==> src/rtl/eightbit_pkg.sv <==
// Shared definitions for the 8-bit computer: RAM geometry, bus width and
// the program loader state encoding.
package eightbit_pkg;

   localparam int RAM_ADDR_W = 4;
   localparam int RAM_DEPTH  = 16;
   localparam int BUS_W      = 8;

   typedef enum logic [2:0] {
      IDLE,
      WAIT,
      WRITE,
      SETTLE,
      DONE
   } loader_state_t;

endpackage

==> src/rtl/hold_timer.sv <==
// Loadable 8-bit down-counter that sets the width of each RAM write strobe.
// The counter stops at zero, and the zero flag is asserted while it sits there.
module hold_timer (
   input  logic       fastClk,
   input  logic       rst,
   input  logic       load,
   input  logic [7:0] value,
   output logic       zero
);

   logic [7:0] r_count;

   always_ff @(posedge fastClk or negedge rst) begin
      if (!rst) begin
         r_count <= '0;
      end else if (load) begin
         r_count <= value;
      end else if (r_count != 8'd0) begin
         r_count <= r_count - 8'd1;
      end
   end

   assign zero = (r_count == 8'd0);

endmodule

==> src/rtl/program_loader.sv <==
// Streams host bytes into the computer's RAM and zero-fills any tail left
// after a short stream. Each write is held so that it spans a slow-clock edge.
module program_loader
   import eightbit_pkg::*;
#(
   parameter int ADDR_W      = RAM_ADDR_W,
   parameter int DATA_W      = BUS_W,
   parameter int HOLD_CYCLES = 16
) (
   input  logic              fastClk,
   input  logic              rst,
   input  logic              start,
   input  logic              in_valid,
   input  logic [DATA_W-1:0] in_data,
   input  logic              in_last,
   output logic              in_ready,
   output logic              prog_mode,
   output logic [ADDR_W-1:0] prog_addr,
   output logic [DATA_W-1:0] prog_data,
   output logic              prog_we,
   output logic              busy,
   output logic              done,
   output logic [ADDR_W:0]   loaded
);

   localparam logic [7:0]        HOLD_LOAD = 8'(HOLD_CYCLES - 1);
   localparam logic [ADDR_W-1:0] LAST_ADDR = '1;

   loader_state_t r_state;
   logic          r_lastQ;
   logic          r_fill;
   logic          w_accept;
   logic          w_fillNext;
   logic          w_timerLoad;
   logic          w_timerZero;

   assign w_accept    = (r_state == WAIT) && in_valid && in_ready;
   assign w_fillNext  = (r_state == SETTLE) && (prog_addr != LAST_ADDR) && (r_lastQ || r_fill);
   assign w_timerLoad = w_accept || w_fillNext;

   hold_timer u_holdTimer (
      .fastClk (fastClk),
      .rst     (rst),
      .load    (w_timerLoad),
      .value   (HOLD_LOAD),
      .zero    (w_timerZero)
   );

   // Address and data move only on accept or SETTLE exit, never while prog_we is high.
   always_ff @(posedge fastClk or negedge rst) begin
      if (!rst) begin
         r_state   <= IDLE;
         r_lastQ   <= 1'b0;
         r_fill    <= 1'b0;
         in_ready  <= 1'b0;
         prog_mode <= 1'b0;
         prog_addr <= '0;
         prog_data <= '0;
         prog_we   <= 1'b0;
         busy      <= 1'b0;
         done      <= 1'b0;
         loaded    <= '0;
      end else begin
         done <= 1'b0;
         case (r_state)
            IDLE: begin
               if (start) begin
                  r_state   <= WAIT;
                  prog_mode <= 1'b1;
                  busy      <= 1'b1;
                  in_ready  <= 1'b1;
                  prog_addr <= '0;
                  loaded    <= '0;
                  r_fill    <= 1'b0;
               end
            end
            WAIT: begin
               if (w_accept) begin
                  prog_data <= in_data;
                  r_lastQ   <= in_last;
                  loaded    <= loaded + 1'b1;
                  in_ready  <= 1'b0;
                  prog_we   <= 1'b1;
                  r_state   <= WRITE;
               end
            end
            WRITE: begin
               if (w_timerZero) begin
                  prog_we <= 1'b0;
                  r_state <= SETTLE;
               end
            end
            SETTLE: begin
               if (prog_addr == LAST_ADDR) begin
                  r_state   <= DONE;
                  done      <= 1'b1;
                  prog_mode <= 1'b0;
               end else if (r_lastQ || r_fill) begin
                  prog_addr <= prog_addr + 1'b1;
                  r_fill    <= 1'b1;
                  prog_data <= '0;
                  prog_we   <= 1'b1;
                  r_state   <= WRITE;
               end else begin
                  prog_addr <= prog_addr + 1'b1;
                  in_ready  <= 1'b1;
                  r_state   <= WAIT;
               end
            end
            DONE: begin
               r_state <= IDLE;
               busy    <= 1'b0;
            end
            default: r_state <= IDLE;
         endcase
      end
   end

endmodule

==> config.mk <==
export PLATFORM = sky130hd
export DESIGN_NAME = program_loader
export DESIGN_NICKNAME = d
export VERILOG_FILES = /design/src/rtl/eightbit_pkg.sv /design/src/rtl/hold_timer.sv /design/src/rtl/program_loader.sv
export SDC_FILE = /design/constraint.sdc
export NUM_CORES = 1
export LEC_CHECK = 0
export ABC_AREA = 1
export CAP_MARGIN = 10
export CORE_MARGIN = 2
export CORE_UTILIZATION = 50
export DETAILED_ROUTE_END_ITERATION = 7
export GPL_ROUTABILITY_DRIVEN = 1
export MAX_ROUTING_LAYER = met4
export PLACE_DENSITY = 0.83
export SETUP_SLACK_MARGIN = 0.3
export SYNTH_ARGS = -nofsm -noshare
export SYNTH_HDL_FRONTEND = slang
export SYNTH_SLANG_ARGS = --single-unit
==> constraint.sdc <==
create_clock -name fastClk -period 1.98 [get_ports fastClk]
set_clock_uncertainty 0.05 [all_clocks]
set_input_delay 0.495 -clock fastClk [delete_from_list [all_inputs] [get_ports fastClk]]
set_output_delay 0.495 -clock fastClk [all_outputs]
set_load 0.02 [all_outputs]
==> Yosys cells after proc, flatten, opt, wreduce, memory -nomap -nowiden <==
Index checks and enable logic that the tools add are counted.
{ "word_totals": {"ff_bits": 35, "input_bits": 13, "word_cells": 89} }
{ "classes": {"add_sub_neg": 3, "eq_ne": 13, "mux": 35, "reduce_logical": 26} }
{ "ops": {"columns": ["cell", "n"], "rows": [
  ["2-to-1 mux 8 bit", 5],
  ["case mux 8 bit (2 select lines)", 1],
  ["2-to-1 mux 1 bit", 12],
  ["2-to-1 mux 3 bit", 4],
  ["case mux 3 bit (4 select lines)", 1],
  ["AND reduction 3 bit", 4],
  ["2-to-1 mux 5 bit", 2],
  ["case mux 5 bit (2 select lines)", 1],
  ["AND reduction 5 bit", 2],
  ["nonzero test 2 bit", 5],
  ["zero test 8 bit", 1],
  ["2-to-1 mux 4 bit", 2],
  ["inequality test 2 bit, second input constant", 4],
  ["case mux 4 bit (2 select lines)", 1],
  ["AND reduction 4 bit", 2],
  ["nonzero test 8 bit", 1],
  ["subtractor 8 x 1 -> 8 bit, second input constant", 1],
  ["== test 3 x 2 -> 1 bit, second input constant", 2],
  ["inequality test 2 x 1 -> 1 bit, second input constant", 3],
  ["case mux 1 bit (2 select lines)", 3],
  ["case mux 1 bit (3 select lines)", 2],
  ["nonzero test 3 bit", 2],
  ["adder 5 x 1 -> 5 bit, second input constant", 1],
  ["adder 4 x 1 -> 4 bit, second input constant", 1],
  ["other kinds (9)", 14]
]} }

==> Logic depth before layout (Yosys ltp) <==
{ "logic_depth": {"ltp_word": 5, "depth_mapped": 9} }

==> Modules after synthesis <==
From an unflattened synthesis, not the netlist that was laid out.
{ "hier_totals": {"hier_cells": 242, "area_unflattened_um2": 1928.1} }
{ "modules_own_cells": {"columns": ["mod", "instances", "cells_per_inst", "area_each_um2", "seq_area_each_um2"], "rows": [
  ["program_loader", 1, 171, 1396.3, 675.6],
  ["hold_timer", 1, 71, 531.8, 200.2]
]} }

==> Worst setup path after synthesis <==
No wires, ideal clock.
{ "synth_path": {"path_kind": "reg-to-reg", "start": "register prog_addr[0]", "end": "register prog_data[3]", "setup_ns": 0.118, "arrival_time_ns": 1.367, "setup_slack_ns": 0.446, "path_stages_with_launch": 9, "path_buffers": 1, "synth_period_minus_slack_ns": 1.534, "path_cell_list": "dfrtp_1 ha_1 nand3_1 nand3_2 nand2_4 inv_4 buf_8 nand2_1 nand2_1"} }
{ "synth_via": {"elab_chain_cells": 3} }
{ "synth_lines": {"columns": ["element", "line_no", "rtl"], "rows": [
  ["start: declaration", "program_loader.sv:18", "output logic [ADDR_W-1:0] prog_addr,"],
  ["start signal: assignment", "program_loader.sv:99", "prog_addr <= prog_addr + 1'b1;"],
  ["start signal: assignment", "program_loader.sv:105", "prog_addr <= prog_addr + 1'b1;"],
  ["== test 4 bit", "program_loader.sv:94", "if (prog_addr == LAST_ADDR) begin"],
  ["inequality test 2 bit (no line)", null, null],
  ["AND reduction 4 bit (no line)", null, null],
  ["end signal: assignment", "program_loader.sv:79", "prog_data <= in_data;"],
  ["end: declaration", "program_loader.sv:19", "output logic [DATA_W-1:0] prog_data,"]
]} }
Every way passes these cells.
A chain may end at the register's enable or synchronous reset.

==> Worst setup path after layout <==
{ "layout_path": {"start": "register prog_addr[3]", "end": "output prog_addr[3]"} }
No word-level cell between the ends.

==> flow_metrics.env <==
export IMPL_register_area_sq_um=876
export IMPL_start_util_pct=53.0
export IMPL_crit_required_ns=1.43
export IMPL_fmax_mhz=612
export IMPL_rsz0062_at_grt="yes"
export IMPL_min_path_type="flop to flop"
export IMPL_clock_sinks=35
export IMPL_overflow=0
export IMPL_period_minus_slack_ns=1.63
export IMPL_post_route_period_util_pct=82.6
export IMPL_cts_root_buf="clkbuf_4"
export IMPL_grt_max_degree=36
export IMPL_ir_worst_vdd_mv=0.699
export IMPL_ant_nets=0
export IMPL_tightest_slew_ns=0.440
export IMPL_ys_types=29
export IMPL_finalSetupTns_ns=0
export IMPL_area_growth_pct=24.1
export IMPL_grt_antenna_before_repair=0
export IMPL_ys_warn_count=0
export IMPL_critPathBufInv=1
export IMPL_io_pins=35
export IMPL_placed_area_sq_um=2190
export IMPL_ys_seq_area_share_pct=48.3
export IMPL_wl_met2_mm=1.62
export IMPL_highest_layer="met4"
export IMPL_path_cells="clkdlybuf4s15_1"
export IMPL_crit_cells=1
export IMPL_drive_above_1_share_pct=14.0
export IMPL_num_rows=21
export IMPL_dieArea_sq_um=4120
export IMPL_setup_viol=0
export IMPL_drc_errors=0
export IMPL_avgRoutedWirePerCell_um=11.9
export IMPL_place_hpwl_mm=2.53
export IMPL_cp_max_fo=4
export IMPL_synth_cell_area_sq_um=1810
export IMPL_yosys_register_bits=35
export IMPL_power_density_nw_per_um2=1430
export IMPL_final_area_sq_um=2250
export IMPL_clk_pin_slew_ns=0.10
export IMPL_avgSynthCellArea_sq_um=8.51
export IMPL_worst_setup_path_start_kind="flop"
export IMPL_n_antenna_cell=0
export IMPL_rr_worst_depth=5
export IMPL_fill_cells=295
export IMPL_syn_nets=230
export IMPL_clk_latency_ns=0.35
export IMPL_drt_met1_wl_mm=1.65
export IMPL_max_slew_margin_pct=70.7
export IMPL_grtUsageTotal_pct=21.1
export IMPL_cts_tree="built"
export IMPL_crit_family="flip-flops"
export IMPL_totalPowerFinal_uw=3210
export IMPL_wl_met3_um=250
export IMPL_firstDrtPassIters=4
export IMPL_viasPerCell=5.07
export IMPL_clock_path_buffers=2
export IMPL_min_path_cells=2
export IMPL_syn_inst=213
export IMPL_cp_slowest_stage_delay_ns=0.43
export IMPL_final_util_pct=65.8
export IMPL_coreArea_sq_um=3420
export IMPL_leakage_uw=0.00118
export IMPL_vias=1541
export IMPL_final_cells=304
export IMPL_arrival_ns=1.09
export IMPL_cap_violations=0
export IMPL_grt_pass1_wl_mm=6.34
export IMPL_status="complete, no violations"
export IMPL_dieHeight_um=64.2
export IMPL_nets=275
export IMPL_cts_buffers=5
export IMPL_multiInputGateArea_sq_um=828
export IMPL_routabilityCongestion=0.804
export IMPL_die_w_um=64.2
export IMPL_path_class="flop to output port"
export IMPL_endpoint_kind="output port"
export IMPL_cp_slowest_cell="dfrtp_1"
export IMPL_htree_levels=2
export IMPL_grt_pass1_vias=1392
export IMPL_drt_initial_drc_count=47
export IMPL_cts_hold_buf=0
export IMPL_place_inst=292
export IMPL_drv_slew=0
export IMPL_port_buffers=34
export IMPL_wirelength_mm=3.61
export IMPL_hold_viol=0
## timing repair
item	4_1_cts	5_1_grt
resized for setup	23	14
endpoints found under the setup margin	22	27
pin swaps	0	2
buffers inserted	0	5
## layer usage
| layer | vias to the layer above | global-route usage (%) |
|---|---|---|
| met2 | 50 | 31.4 |
| met1 | 707 | 26.6 |
| li1 | 777 | - |
| met5 | - | - |
| met4 | 0 | 9.57 |
| met3 | 7 | 6.69 |
## report_power, final
| part | internal [uW] | switching, uW | leakage, uW |
|---|---|---|---|
| clock network | 164 | 239 | 0.0000341 |
| logic | 600 | 1020 | 0.000706 |
| registers | 971 | 219 | 0.000441 |
| total | 1730 | 1470 | 0.00118 |
## cell usage after synthesis
| library cell | n | share of area [%] |
|---|---|---|
| nand2_1 | 64 | 13 |
| dfrtp_1 | 35 | 48 |
| nand3_1 | 23 | 6.4 |
| nor2_1 | 21 | 4.4 |
| inv_1 | 18 | 3.7 |
| a21oi_1 | 9 | 2.5 |
| o21ai_0 | 6 | 1.7 |
| xor2_1 | 5 | 2.4 |
| ha_1 | 4 | 2.8 |
| inv_4 | 3 | 1.0 |
| a21oi_2 | 2 | 0.97 |
| nand3b_1 | 2 | 0.83 |
| nor3_2 | 2 | 1.1 |
| o21bai_1 | 2 | 0.83 |
| or2_2 | 2 | 0.69 |
| xnor2_1 | 2 | 0.97 |
| buf_6 | 1 | 0.62 |
| buf_8 | 1 | 0.83 |
| nand2_2 | 1 | 0.35 |
| nand2_4 | 1 | 0.62 |
| nand2_8 | 1 | 1.1 |
| nand3_2 | 1 | 0.55 |
| nand3_4 | 1 | 0.97 |
| nand4_1 | 1 | 0.35 |
| nor2_4 | 1 | 0.62 |
| nor2_8 | 1 | 1.1 |
| nor3_1 | 1 | 0.28 |
| o21ai_2 | 1 | 0.48 |
| o22ai_1 | 1 | 0.35 |
## cells by family (layout without fill, tap and decap cells)
kind of cell	count (synthesis)	count (layout)	share of synthesized area (%)
and+or+nand+nor	123	123	32.5
xor gates and xnor gates	7	7	3.38
buffers and inverters	23	68	6.22
adders and majority gates	4	4	2.76
AOI/OAI and AO/OA	21	21	6.77
DFF	35	35	48.3
## placed cells by master (no fill, tap or decap), drive strengths merged, types with 2 or more instances in the layout
| master | Yosys | final |
|---|---|---|
| a21oi | 11 | 11 |
| buf | 2 | 6 |
| clkbuf | 0 | 11 |
| clkdlybuf4s15 | 0 | 4 |
| clkdlybuf4s50 | 0 | 12 |
| dfrtp | 35 | 35 |
| dlygate4sd2 | 0 | 13 |
| ha | 4 | 4 |
| inv | 21 | 21 |
| nand2 | 67 | 67 |
| nand3 | 25 | 25 |
| nand3b | 2 | 2 |
| nor2 | 23 | 23 |
| nor3 | 3 | 3 |
| o21ai | 7 | 7 |
| o21bai | 2 | 2 |
| or2 | 2 | 2 |
| xnor2 | 2 | 2 |
| xor2 | 5 | 5 |
## state kept, by name, indices dropped and copies added (netlist names), 3 cells and up
| signal | cells |
|---|---|
| prog_data | 8 |
| u_holdTimer.r_count | 8 |
| loaded | 5 |
| prog_addr | 4 |
| r_state | 3 |
## path summary, 6_finish.rpt
check	to	from	slack [ns]
setup reg to reg	prog_addr[2]	r_state[0]	0.45
hold / removal	r_fill	r_fill	0.43
min in group asynchronous	prog_data[5]	rst	0.50
setup / recovery	prog_addr[3]	prog_addr[3]	0.35
max in group asynchronous	u_holdTimer.r_count[1]	rst	1.06
hold reg to reg	r_fill	r_fill	0.43
## final cells by class
cell class	count	area share, %
tap	46	2.56
clock inverter	1	0.223
inverter	21	3.84
multi-input combinational	155	36.8
clock buffer	6	2.28
sequential	35	39.0
timing repair buffer	40	15.3
## through the flow
stage / hold slack (ns) / worst slack, ns
6_report: 0.430 / 0.345
5_1_grt: 0.443 / 0.289
4_1_cts: 0.431 / 0.296
3_5_place_dp: 0.408 / 0.106
3_3_place_gp: 0.400 / 0.142
2_1_floorplan: 0.149 / 0.446
No activity file was read; power rests on OpenSTA's default activity.
